--- src/rtl/pipe_stage_hs.sv ---
// rtl/pipe_stage_hs.sv - elastic valid/ready pipeline register stage with flush and bubble-zeroed control
//
// Purpose: STAGES register slots in series between two pipeline stages.
// Beats advance whenever the slot ahead is empty or itself advancing, so
// bubbles collapse under backpressure. A full, flowing stage still passes
// one beat per cycle. The control field always reads zero for a bubble, so
// write enables never leak downstream.
//
// Ports:
//   clk        rising-edge clock
//   reset      asynchronous, active-high clear of all state
//   flush      synchronous kill of all slots and of the current input beat
//   in_valid   upstream offers a beat
//   in_ready   stage accepts a beat this cycle
//   in_ctrl    control field of the offered beat
//   in_data    data field of the offered beat
//   out_valid  output slot holds a live beat (masked by flush)
//   out_ready  downstream accepts this cycle
//   out_ctrl   control field of the output slot, zero when it is a bubble
//   out_data   data field of the output slot (holds when invalid)
//   count      number of valid slots

module pipe_stage_hs #(
  parameter  int CTRL_W = 4,
  parameter  int DATA_W = 101,
  parameter  int STAGES = 1,
  localparam int CNT_W  = $clog2(STAGES + 1)
) (
  input  logic              clk,
  input  logic              reset,
  input  logic              flush,
  input  logic              in_valid,
  output logic              in_ready,
  input  logic [CTRL_W-1:0] in_ctrl,
  input  logic [DATA_W-1:0] in_data,
  output logic              out_valid,
  input  logic              out_ready,
  output logic [CTRL_W-1:0] out_ctrl,
  output logic [DATA_W-1:0] out_data,
  output logic [CNT_W-1:0]  count
);

  logic [STAGES-1:0] v_q;
  logic [STAGES-1:0] v_nxt;
  logic [STAGES-1:0] take;
  logic [CTRL_W-1:0] ctrl_q   [STAGES];
  logic [CTRL_W-1:0] ctrl_nxt [STAGES];
  logic [DATA_W-1:0] data_q   [STAGES];
  logic [DATA_W-1:0] data_nxt [STAGES];
  logic [CNT_W-1:0]  count_q;
  logic [CNT_W-1:0]  count_nxt;

  // A slot may load when it is empty or when the slot ahead is also loading;
  // this ripples from the output side back to the input.
  always_comb begin
    take = '0;
    take[STAGES-1] = !v_q[STAGES-1] | out_ready;
    for (int i = STAGES - 2; i >= 0; i--) begin
      take[i] = !v_q[i] | take[i+1];
    end
  end

  always_comb begin
    v_nxt    = v_q;
    ctrl_nxt = ctrl_q;
    data_nxt = data_q;
    if (flush) begin
      // Data is deliberately held; only validity and control are killed.
      v_nxt = '0;
      for (int i = 0; i < STAGES; i++) begin
        ctrl_nxt[i] = '0;
      end
    end else begin
      if (take[0]) begin
        v_nxt[0]    = in_valid;
        ctrl_nxt[0] = in_valid ? in_ctrl : '0;
        data_nxt[0] = in_data;
      end
      for (int i = 1; i < STAGES; i++) begin
        if (take[i]) begin
          v_nxt[i]    = v_q[i-1];
          ctrl_nxt[i] = v_q[i-1] ? ctrl_q[i-1] : '0;
          data_nxt[i] = data_q[i-1];
        end
      end
    end
    // Occupancy is registered with the valid bits so count has no comb path.
    count_nxt = '0;
    for (int i = 0; i < STAGES; i++) begin
      count_nxt = count_nxt + CNT_W'(v_nxt[i]);
    end
  end

  always_ff @(posedge clk or posedge reset) begin
    if (reset) begin
      v_q     <= '0;
      count_q <= '0;
      for (int i = 0; i < STAGES; i++) begin
        ctrl_q[i] <= '0;
        data_q[i] <= '0;
      end
    end else begin
      v_q      <= v_nxt;
      ctrl_q   <= ctrl_nxt;
      data_q   <= data_nxt;
      count_q  <= count_nxt;
    end
  end

  // Flush always accepts (and drops) the offered beat and hides the output beat.
  assign in_ready  = take[0] | flush;
  assign out_valid = v_q[STAGES-1] & !flush;
  assign out_ctrl  = v_q[STAGES-1] ? ctrl_q[STAGES-1] : '0;
  assign out_data  = data_q[STAGES-1];
  assign count     = count_q;

endmodule

--- config.mk ---
export PLATFORM = sky130hd
export DESIGN_NAME = pipe_stage_hs
export DESIGN_NICKNAME = d
export VERILOG_FILES = /design/src/rtl/pipe_stage_hs.sv
export SDC_FILE = /design/constraint.sdc
export NUM_CORES = 1
export LEC_CHECK = 0
export BUFFER_PORTS_ARGS = -buffer_cell sky130_fd_sc_hd__buf_2
export CAP_MARGIN = 20
export CORE_MARGIN = 2
export CORE_UTILIZATION = 47
export CTS_BUF_LIST = sky130_fd_sc_hd__clkbuf_8
export DETAILED_ROUTE_END_ITERATION = 6
export GPL_TIMING_DRIVEN = 0
export PLACE_DENSITY = 0.82
export SLEW_MARGIN = 20
export SYNTH_ARGS = -nofsm -noshare
export SYNTH_HDL_FRONTEND = slang
export SYNTH_SLANG_ARGS = --single-unit
export TNS_END_PERCENT = 1
--- constraint.sdc ---
create_clock -name clk -period 4.6 [get_ports clk]
set_clock_uncertainty 0.15 [all_clocks]
set_input_delay 0.46 -clock clk [delete_from_list [all_inputs] [get_ports clk]]
set_output_delay 0.46 -clock clk [all_outputs]
set_load 0.02 [all_outputs]
==> out/metrics.csv, run 1 <==
metric,value,unit
"leading cell types in the layout, fill and taps excluded","218 x buf_2, 106 x dfrtp_1, 90 x mux2_4",
YS warnings,0,
multi-input logic area,1600,µm²
routed via count,2831,
crit-path max cell delay,470,ps
Synth area leaders,"dfrtp_1 61%, mux2_4 31%, mux2_1 2.8%",
Vias per Instance,4.81,
"Area growth, synth to finish",34.3,%
DRC viols,0,
Cell Count Post-Placement,571,
TritonRoute pass-1 iters,4,
GR Util All Layers,18.3,%
Slew @ Worst Pin,434,ps
Root Buffer Master,clkbuf_8,
Die H,100,µm
#FFs+latches synth,106,
Synth Net Count,352,
Num CTS Buffers,9,
input/output buffers,217,
Core Box Area,9150,µm²
Routed wire per std cell,15.9,µm
Final HPWL DP,7.09,mm
CP Cell Sequence,nor2b_1 -> nand2b_1 -> buf_2,
final worst setup slack,2760,ps
P per Cell Area,395,nW/µm²
cells after synthesis,242,
H-tree levels,3,
final worst path period need,1840,ps
arrival time worst endpoint,1230,ps
hold_buf cts,1,
Post-Syn Area,4380,µm²
post-CTS sizing,0,
CTS sink cnt,106,
final setup fails,0,
"CP delay by family, top",flip-flops,
worst path required time,3990,ps
Hold WC Path Type,in2reg,
layout cell share with drive strength beyond 1,70.9,%
fmax,545,MHz
vias in the first global route,3010,
RSZ-0062 raised after global routing,false,
postcts setup bufs,0,
Routed Antenna Nets,0,
number of max-cap violations,0,
initial drt markers,61,
register area share after synthesis,60.6,%
# diodes,0,
CTS tree,yes,
Yosys top cell area share,60.6,%
total gr overflow,0,
Clock Latency Late Sink,340,ps
Buf/Inv on CP,1,
Rows,35,
clock buffer depth,2,
CP max-delay cell,dfrtp_1,
critical path class,reg2out,
die span in x,100,µm
largest area contributor in the netlist,dfrtp_1,
largest net degree at the start of global routing,87,
Slew headroom,71.1,%
fin. max-slew vios,0,
Final Non-Filler Cells,588,
Final period util,39.9,%
Initial Utilization,47.8,%
Worst VDD drop,0.180,mV
global placer's final weighted congestion,0.744,
clk slew on worst S/H paths,100,ps
LEAKAGE,3.12,nW
final hold vios,0,
die area,10100,µm²
fillers,683,
initial antenna violation count,0,
Syn Area/Cell,18.1,µm²
register area,2650,µm²
critical path capture point type,output pin,
CP max FO,8,
status,"complete, no violations",
fin nets,582,
Total Wirelength,9.38,mm
setup TNS,0,ps
"most common cell after layout, fill and taps aside",buf_2,
dpl ws,2690,ps
Cell variety after synth,16,
startpoint types,register,
first-pass GRT wire length,14.3,mm
io pins,218,
[worst paths after layout]
check	startpoint	to	slack (ps)	cells after the start
max	count	in_ready	2760	3
min	in_data[35]	out_data[35]	170	2
max reg2reg	count	out_data[96]	2810	5
min reg2reg	out_data[36]	out_data[36]	340	1
max in group asynchronous	reset	out_data[74]	3190	4
min in group asynchronous	reset	out_data[79]	420	3
[Yosys cell counts, drive strengths merged]
| library cell | count |
|---|---|
| a21oi | 4 |
| and2 | 4 |
| and2b | 1 |
| buf | 11 |
| dfrtp | 106 |
| inv | 1 |
| mux2 | 101 |
| nand2 | 4 |
| nand2b | 2 |
| nand3 | 4 |
| nor2 | 3 |
| nor2b | 1 |
[flip-flops by register name, indices dropped and copies added (netlist names)]
signal and cells:
out_data 101, count 1, ctrl_q 4
[power breakdown]
group	total (mW)	internal (mW)	leakage (nW)	switching [mW]
clock network	0.645	0.328	0.117	0.317
logic	0.572	0.280	1.76	0.292
registers	1.11	1.04	1.25	0.0631
total	2.32	1.65	3.12	0.672
[per-layer routing]
metal  vias up  part of all wire (%)  GRT usage (%)  wire [µm]
li1       1291                     -              -          -
met1      1416                    41           22.2       3840
met2       112                    52           32.1       4900
met3        12                   5.2           4.16        489
met4         0                   1.5           6.85        144
met5         -                     0              0          0
[kinds of logic after synthesis]
kind of cell / after synthesis / share of synthesized area [%]
multiplexers: 101 / 33.7
AO/OA/AOI/OAI: 4 / 0.458
AND/OR/NAND/NOR: 19 / 2.34
flip-flops: 106 / 60.6
buffers and inverters: 12 / 2.86
[per-stage QoR]
step / power, mW / util, % / instance area, µm² / hold WS [ps]
6_report: 2.32 / 64.2 / 5880 / 165
2_1_floorplan: 1.49 / - / 4380 / 335
5_1_grt: 2.43 / 64.2 / 5880 / 141
3_5_place_dp: 1.70 / 61.5 / 5630 / 267
3_3_place_gp: 1.68 / 61.2 / 5600 / 313
4_1_cts: 2.35 / 64.2 / 5880 / 143
[layout make-up]
class | instances | area share (%)
Clock inverter | 6 | 1.62
Multi-Input combinational cell | 124 | 27.2
Inverter | 1 | 0.149
Timing Repair Buffer | 219 | 19.1
Sequential cell | 106 | 45.1
Buffer | 11 | 2.07
Tap cell | 111 | 2.36
Clock buffer | 10 | 2.34
No activity file was read; power rests on OpenSTA's default activity.
==> run 2: changes to the inputs <==
--- a/config.mk
+++ b/config.mk
@@ -8,11 +8,11 @@
 export BUFFER_PORTS_ARGS = -buffer_cell sky130_fd_sc_hd__buf_2
 export CAP_MARGIN = 20
 export CORE_MARGIN = 2
-export CORE_UTILIZATION = 47
+export CORE_UTILIZATION = 43
 export CTS_BUF_LIST = sky130_fd_sc_hd__clkbuf_8
 export DETAILED_ROUTE_END_ITERATION = 6
 export GPL_TIMING_DRIVEN = 0
-export PLACE_DENSITY = 0.82
+export PLACE_DENSITY = 0.79
 export SLEW_MARGIN = 20
 export SYNTH_ARGS = -nofsm -noshare
 export SYNTH_HDL_FRONTEND = slang
==> constraint.sdc (replaced) <==
create_clock -name clk -period 1.5 [get_ports clk]
set_clock_uncertainty 0.15 [all_clocks]
set_input_delay 0.15 -clock clk [delete_from_list [all_inputs] [get_ports clk]]
set_output_delay 0.15 -clock clk [all_outputs]
set_load 0.02 [all_outputs]
==> run 2 against run 1 <==
Net effect: the flow now finishes with violations (hold timing, setup timing); non-clock buffer count is 107 higher; sequential cell count stayed put; first-iteration DRC count is 59% higher; clock power is 140% higher; critical path type is now reg2reg; largest cell class unchanged; largest power group unchanged.
==> out/metrics.csv, run 2 (synthesized netlist as in run 1, its figures left out) <==
metric,value,unit,change
Core Box Area,9820,µm²,was 9150 µm²
fin nets,689,,was 582
Clock Power Share,22.1,%,was 27.8%
final core occ,70.9,%,was 64.2%
"leading cell types in the layout, fill and taps excluded","217 x buf_2, 106 x dlygate4sd3_1, 105 x dfrtp_1",,"was 218 x buf_2, 106 x dfrtp_1, 90 x mux2_4"
met3 Use GR,4.18,%,was 4.16%
Internal,4.92,mW,was 1.65 mW
Slew headroom,59.1,%,was 71.1%
io pins,218,,unchanged
Worst VDD drop,0.527,mV,was 0.180 mV
final setup fails,101,,was 0
Clock Latency Late Sink,350,ps,was 340 ps
fmax,579,MHz,
Vias per Instance,4.61,,was 4.81
Hold WC Path Type,in2reg,,unchanged
sequential share of power,48.8,%,was 47.6%
fillers,653,,was 683
GR Util All Layers,22.3,%,was 18.3%
layout cell share with drive strength beyond 1,58.0,%,was 70.9%
H-tree levels,3,,unchanged
"most common cell after layout, fill and taps aside",buf_2,,unchanged
Final HPWL DP,7.22,mm,was 7.09 mm
startpoint types,register,,unchanged
GRT Max-Usage Layer,met2,,unchanged
TritonRoute pass-1 iters,4,,unchanged
Final period util,115,%,
Total Wirelength,11.9,mm,was 9.38 mm
register area,2650,µm²,about the same
status,"complete, but fails checks",,"was complete, no violations"
first-pass GRT wire length,19.2,mm,was 14.3 mm
Initial Utilization,44.6,%,was 47.8%
critical path class,reg2reg,,was reg2out
final worst path period need,1730,ps,
met1 usage,25.7,%,was 22.2%
Cell Count Post-Placement,595,,was 571
CTS sink cnt,106,,unchanged
Root Buffer Master,clkbuf_8,,unchanged
Reg2Reg Capture Point,out_data[50],,was out_data[96]
fin. max-slew vios,0,,unchanged
global placer's final weighted congestion,0.766,,was 0.744
clk slew on worst S/H paths,90,ps,was 100 ps
routed via count,3294,,"was 2,831"
die span in x,105,µm,was 100 µm
largest net degree at the start of global routing,34,,was 87
critical path capture point type,register,,was output pin
R2R setup slack,-230,ps,was 2810 ps
reg2reg path depth,5,,unchanged
hold_buf cts,106,,was 1
"Area growth, synth to finish",59.0,%,was 34.3%
# diodes,0,,unchanged
met2 usage,41.0,%,was 32.1%
Slew @ Worst Pin,612,ps,was 434 ps
worst hold margin,-75.9,ps,was 165 ps
DRC viols,0,,unchanged
RSZ-0062 raised after global routing,true,,was false
final worst setup slack,-228,ps,was 2760 ps
r2r startpoint,count,,unchanged
arrival time worst endpoint,1820,ps,was 1230 ps
fraction of power spent switching nets,29.6,%,was 28.9%
worst setup path start,count,,unchanged
multi-input logic area,1610,µm²,was 1600 µm²
initial drt markers,97,,was 61
input/output buffers,217,,unchanged
worst hold start,in_valid,,was in_data[35]
final hold vios,5,,was 0
Num CTS Buffers,9,,unchanged
worst path required time,1590,ps,was 3990 ps
Die H,105,µm,was 100 µm
failing checks,"hold timing, setup timing",,
Final Non-Filler Cells,714,,was 588
vias in the first global route,3668,,"was 3,010"
initial antenna violation count,0,,unchanged
Routed wire per std cell,16.7,µm,was 15.9 µm
clock buffer depth,2,,unchanged
Logic pwr share,29.1,%,was 24.6%
Routed Antenna Nets,0,,unchanged
max reg flops,101,,unchanged
die area,11000,µm²,"was 10,100 µm²"
Rows,36,,was 35
total gr overflow,0,,unchanged
number of max-cap violations,0,,unchanged
CP max FO,10,,was 8
CTS tree,yes,,unchanged
CP endpoint,out_data[50],,was in_ready
Net Switching,2.07,mW,was 672 µW
postcts setup bufs,0,,unchanged
P per Cell Area,1000,nW/µm²,was 395 nW/µm²
LEAKAGE,3.56,nW,was 3.12 nW
-- run 2: critical path, stage by stage, from the launching register on --
cell     delay, ps
dfrtp_2        460
and2b_4        210
nor2_4         110
buf_12         170
buf_6          190
mux2_4         320
-- run 2: cell type report --
| type | instances | area share, % |
|---|---|---|
| Timing Repair Buffer | 326 | 32.0 |
| Inverter | 1 | 0.108 |
| Sequential cell | 106 | 38.1 |
| Clock inverter | 2 | 0.108 |
| Clock buffer | 11 | 2.18 |
| Tap cell | 133 | 2.39 |
| Multi-Input combinational cell | 124 | 23.1 |
| Buffer | 11 | 1.98 |
-- run 2: power groups by stage --
| stage | sequential, mW | combinational (mW) | clock, mW |
|---|---|---|---|
| 2_1_floorplan | 3.86 | 0.704 | 0 |
| 3_3_place_gp | 3.42 | 1.73 | 0 |
| 3_5_place_dp | 3.44 | 1.79 | 0 |
| 4_1_cts | 3.40 | 2.02 | 1.57 |
| 5_1_grt | 3.45 | 2.14 | 1.68 |
| 6_report | 3.41 | 2.03 | 1.54 |
-- run 2: metrics by stage --
step	total power, mW	hold slack [ps]	worst slack, ps	TNS (ps)	area [µm²]
6_report	6.98	-75.9	-228	-20550	6960
5_1_grt	7.27	-92.5	-275	-25370	6960
4_1_cts	6.98	-104	-217	-19880	6950
3_5_place_dp	5.24	112	-269	-23740	5710
3_3_place_gp	5.16	217	-817	-92960	5630
2_1_floorplan	4.57	62.7	-185	-24290	4380
-- run 2: how the worst min path moves through the flow --
stage	endpoint	slack (ps)	cells after the start
final	count	-80	3
after global routing	count	-90	2
after CTS	ctrl_q[1]	-100	2
after detailed placement	out_data[18]	110	2
after global placement	out_data[35]	220	2
after floorplan	count	60	1
-- run 2: routing by layer --
layer	share of wire (%)	vias to the layer above	wire [µm]
li1	-	1504	-
met1	39	1611	4640
met2	53	153	6360
met3	5.4	26	639
met4	2.3	0	269
met5	0	-	0
-- run 2: what timing repair did --
action,in CTS,in global routing
endpoints found under the hold margin,130,5
endpoints found under the setup margin,102,102
gates resized for setup,7,1
==> run 3: changes to the inputs <==
--- a/config.mk
+++ b/config.mk
@@ -7,12 +7,14 @@
 export LEC_CHECK = 0
 export BUFFER_PORTS_ARGS = -buffer_cell sky130_fd_sc_hd__buf_2
 export CAP_MARGIN = 20
-export CORE_MARGIN = 2
+export CORE_MARGIN = 3
 export CORE_UTILIZATION = 43
 export CTS_BUF_LIST = sky130_fd_sc_hd__clkbuf_8
 export DETAILED_ROUTE_END_ITERATION = 6
 export GPL_TIMING_DRIVEN = 0
 export PLACE_DENSITY = 0.79
+export SETUP_SLACK_MARGIN = 0.4
+export SKIP_LAST_GASP = 1
 export SLEW_MARGIN = 20
 export SYNTH_ARGS = -nofsm -noshare
 export SYNTH_HDL_FRONTEND = slang
==> run 3 against run 2 <==
Net effect: the flow still finishes with violations (hold timing, setup timing); total power is 3.4% higher; fmax is 2.9% higher; core utilization is 0.83 points higher; first-iteration DRC count is 74% higher; worst setup slack better by 48 ps; die area is 3.9% higher; sequential share of layout area is 0.44 points lower.
==> out/metrics.csv, run 3 (synthesized netlist as in run 1, its figures left out) <==
metric,value,unit,change
input/output buffers,217,,unchanged
sequential share of power,47.2,%,was 48.8%
number of max-cap violations,0,,unchanged
TritonRoute pass-1 iters,4,,unchanged
Die H,107,µm,was 105 µm
global placer's final weighted congestion,0.733,,was 0.766
Slew @ Worst Pin,511,ps,was 612 ps
CP max-delay cell,dfrtp_2,,unchanged
DRC viols,0,,unchanged
"most common cell after layout, fill and taps aside",buf_2,,unchanged
final worst path period need,1680,ps,was 1730 ps
worst hold margin,-331,ps,was -75.9 ps
register area,2650,µm²,unchanged
initial drt markers,169,,was 97
CP Cell Sequence,buf_4 -> nor2b_1 -> nand2b_1 -> buf_2,,was and2b_4 -> nor2_4 -> buf_12 -> buf_6 -> mux2_4
Placed Area,5700,µm²,was 5710 µm²
CTS tree,yes,,unchanged
status,"complete, but fails checks",,unchanged
Logic pwr share,28.7,%,was 29.1%
arrival time worst endpoint,1380,ps,was 1820 ps
Final period util,112,%,was 115%
fraction of power spent switching nets,30.1,%,was 29.6%
clock buffer depth,2,,unchanged
first-pass GRT wire length,20.2,mm,was 19.2 mm
LEAKAGE,3.59,nW,was 3.56 nW
Final HPWL DP,7.43,mm,was 7.22 mm
Core Box Area,9820,µm²,unchanged
fin nets,693,,was 689
"Area growth, synth to finish",60.9,%,was 59.0%
routed via count,3415,,"was 3,294"
H-tree levels,3,,unchanged
hold_buf cts,107,,was 106
io pins,218,,unchanged
fmax,595,MHz,was 579 MHz
clk slew on worst S/H paths,100,ps,was 90 ps
critical path class,reg2out,,was reg2reg
final hold vios,36,,was 5
worst setup path start,count,,unchanged
Routed wire per std cell,17.8,µm,was 16.7 µm
Finished Cell Area,7040,µm²,was 6960 µm²
GR Util All Layers,22.9,%,was 22.3%
critical path capture point type,output pin,,was register
multi-input logic area,1610,µm²,about the same
failing checks,"hold timing, setup timing",,unchanged
Clock Latency Late Sink,350,ps,about the same
Num CTS Buffers,9,,unchanged
r2r startpoint,count,,unchanged
die area,11400,µm²,"was 11,000 µm²"
total gr overflow,0,,unchanged
Buf/Inv on CP,2,,unchanged
# diodes,0,,unchanged
Routed Antenna Nets,0,,unchanged
die span in x,107,µm,was 105 µm
Slew headroom,65.9,%,was 59.1%
CTS sink cnt,106,,unchanged
setup TNS,-15570,ps,"was -20,550 ps"
fillers,633,,was 653
Internal,5.05,mW,was 4.92 mW
"CP delay by family, top",flip-flops,,unchanged
vias in the first global route,3859,,"was 3,668"
final setup fails,104,,was 101
Net Switching,2.17,mW,was 2.07 mW
"leading cell types in the layout, fill and taps excluded","218 x buf_2, 107 x dlygate4sd3_1, 105 x dfrtp_1",,"was 217 x buf_2, 106 x dlygate4sd3_1, 105 x dfrtp_1"
Hold WC Path Type,in2async,,was in2reg
P per Cell Area,1030,nW/µm²,was 1000 nW/µm²
layout cell share with drive strength beyond 1,58.7,%,was 58.0%
fin. max-slew vios,0,,unchanged
Rows,36,,unchanged
Initial Utilization,44.6,%,unchanged
largest net degree at the start of global routing,36,,was 34
final worst setup slack,-180,ps,was -228 ps
max reg flops,101,,unchanged
startpoint types,register,,unchanged
crit-path max cell delay,380,ps,was 460 ps
Clock Power Share,24.1,%,was 22.1%
CP max FO,7,,was 10
Worst VDD drop,0.507,mV,was 0.527 mV
RSZ-0062 raised after global routing,true,,unchanged
initial antenna violation count,0,,unchanged
Vias per Instance,4.74,,was 4.61
worst path required time,1200,ps,was 1590 ps
Root Buffer Master,clkbuf_8,,unchanged
Total Wirelength,12.9,mm,was 11.9 mm
## run 3: cell count changes in the layout (fill, tap and decap cells not counted), moves of 2 or more
cell / previous run / this run
buf_4: 0 / 2
clkinv_4: 0 / 2
buf_6: 7 / 1
inv_1: 2 / 0
clkinv_2: 0 / 3
clkbuf_8: 11 / 9
buf_8: 3 / 9
## run 3: through the flow
| step | cells | utilization (%) | total power, mW | setup WS [ps] |
|---|---|---|---|---|
| after global routing | 721 | 71.7 | 7.55 | -222 |
| final | 721 | 71.7 | 7.22 | -180 |
| after floorplan | 242 | - | 4.57 | -185 |
| after CTS | 719 | 71.4 | 7.22 | -202 |
| after detailed placement | 595 | 58.1 | 5.23 | -273 |
| after global placement | 592 | 57.4 | 5.16 | -792 |
## run 3: what timing repair did
action / in CTS / in global routing
hold endpoints to repair: 142 / 18
setup buffers: 1 / 1
pin swaps: 0 / 0
resized for setup: 10 / 5
gates cloned: 0 / 1
endpoints found under the setup margin: 209 / 213
## run 3: final cells by class
cell class              instances  share of cell area, %
multi-input cells             124                   22.8
inverters                       1                  0.107
repair buffers                330                   31.9
plain buffers                  11                   2.36
well taps                     133                   2.36
flip-flops and latches        106                   37.7
clock buffers                   9                   1.76
clock inverters                 7                  0.995
## run 3: worst paths after layout
| kind | end | slack [ps] | cells after the start |
|---|---|---|---|
| hold reg to reg | out_data[26] | 350 | 1 |
| max in group asynchronous | out_data[85] | 830 | 4 |
| hold / removal | out_data[99] | -330 | 2 |
| setup / recovery | in_ready | -180 | 4 |
| min in group clk | ctrl_q[3] | 130 | 4 |
| setup reg to reg | out_data[17] | -180 | 5 |
## run 3: routing by layer
| layer | vias up | global-route usage [%] | share of wire [%] |
|---|---|---|---|
| li1 | 1531 | - | - |
| met1 | 1683 | 26.0 | 36 |
| met2 | 172 | 41.9 | 55 |
| met3 | 29 | 5.72 | 6.7 |
| met4 | 0 | 7.49 | 1.9 |
| met5 | - | 0 | 0 |
## run 3: power by group through the flow
stage	clock [mW]	sequential [mW]	combinational [mW]
3_3_place_gp	0	3.42	1.74
6_report	1.74	3.41	2.07
5_1_grt	1.92	3.45	2.18
2_1_floorplan	0	3.86	0.704
3_5_place_dp	0	3.44	1.78
4_1_cts	1.79	3.40	2.03
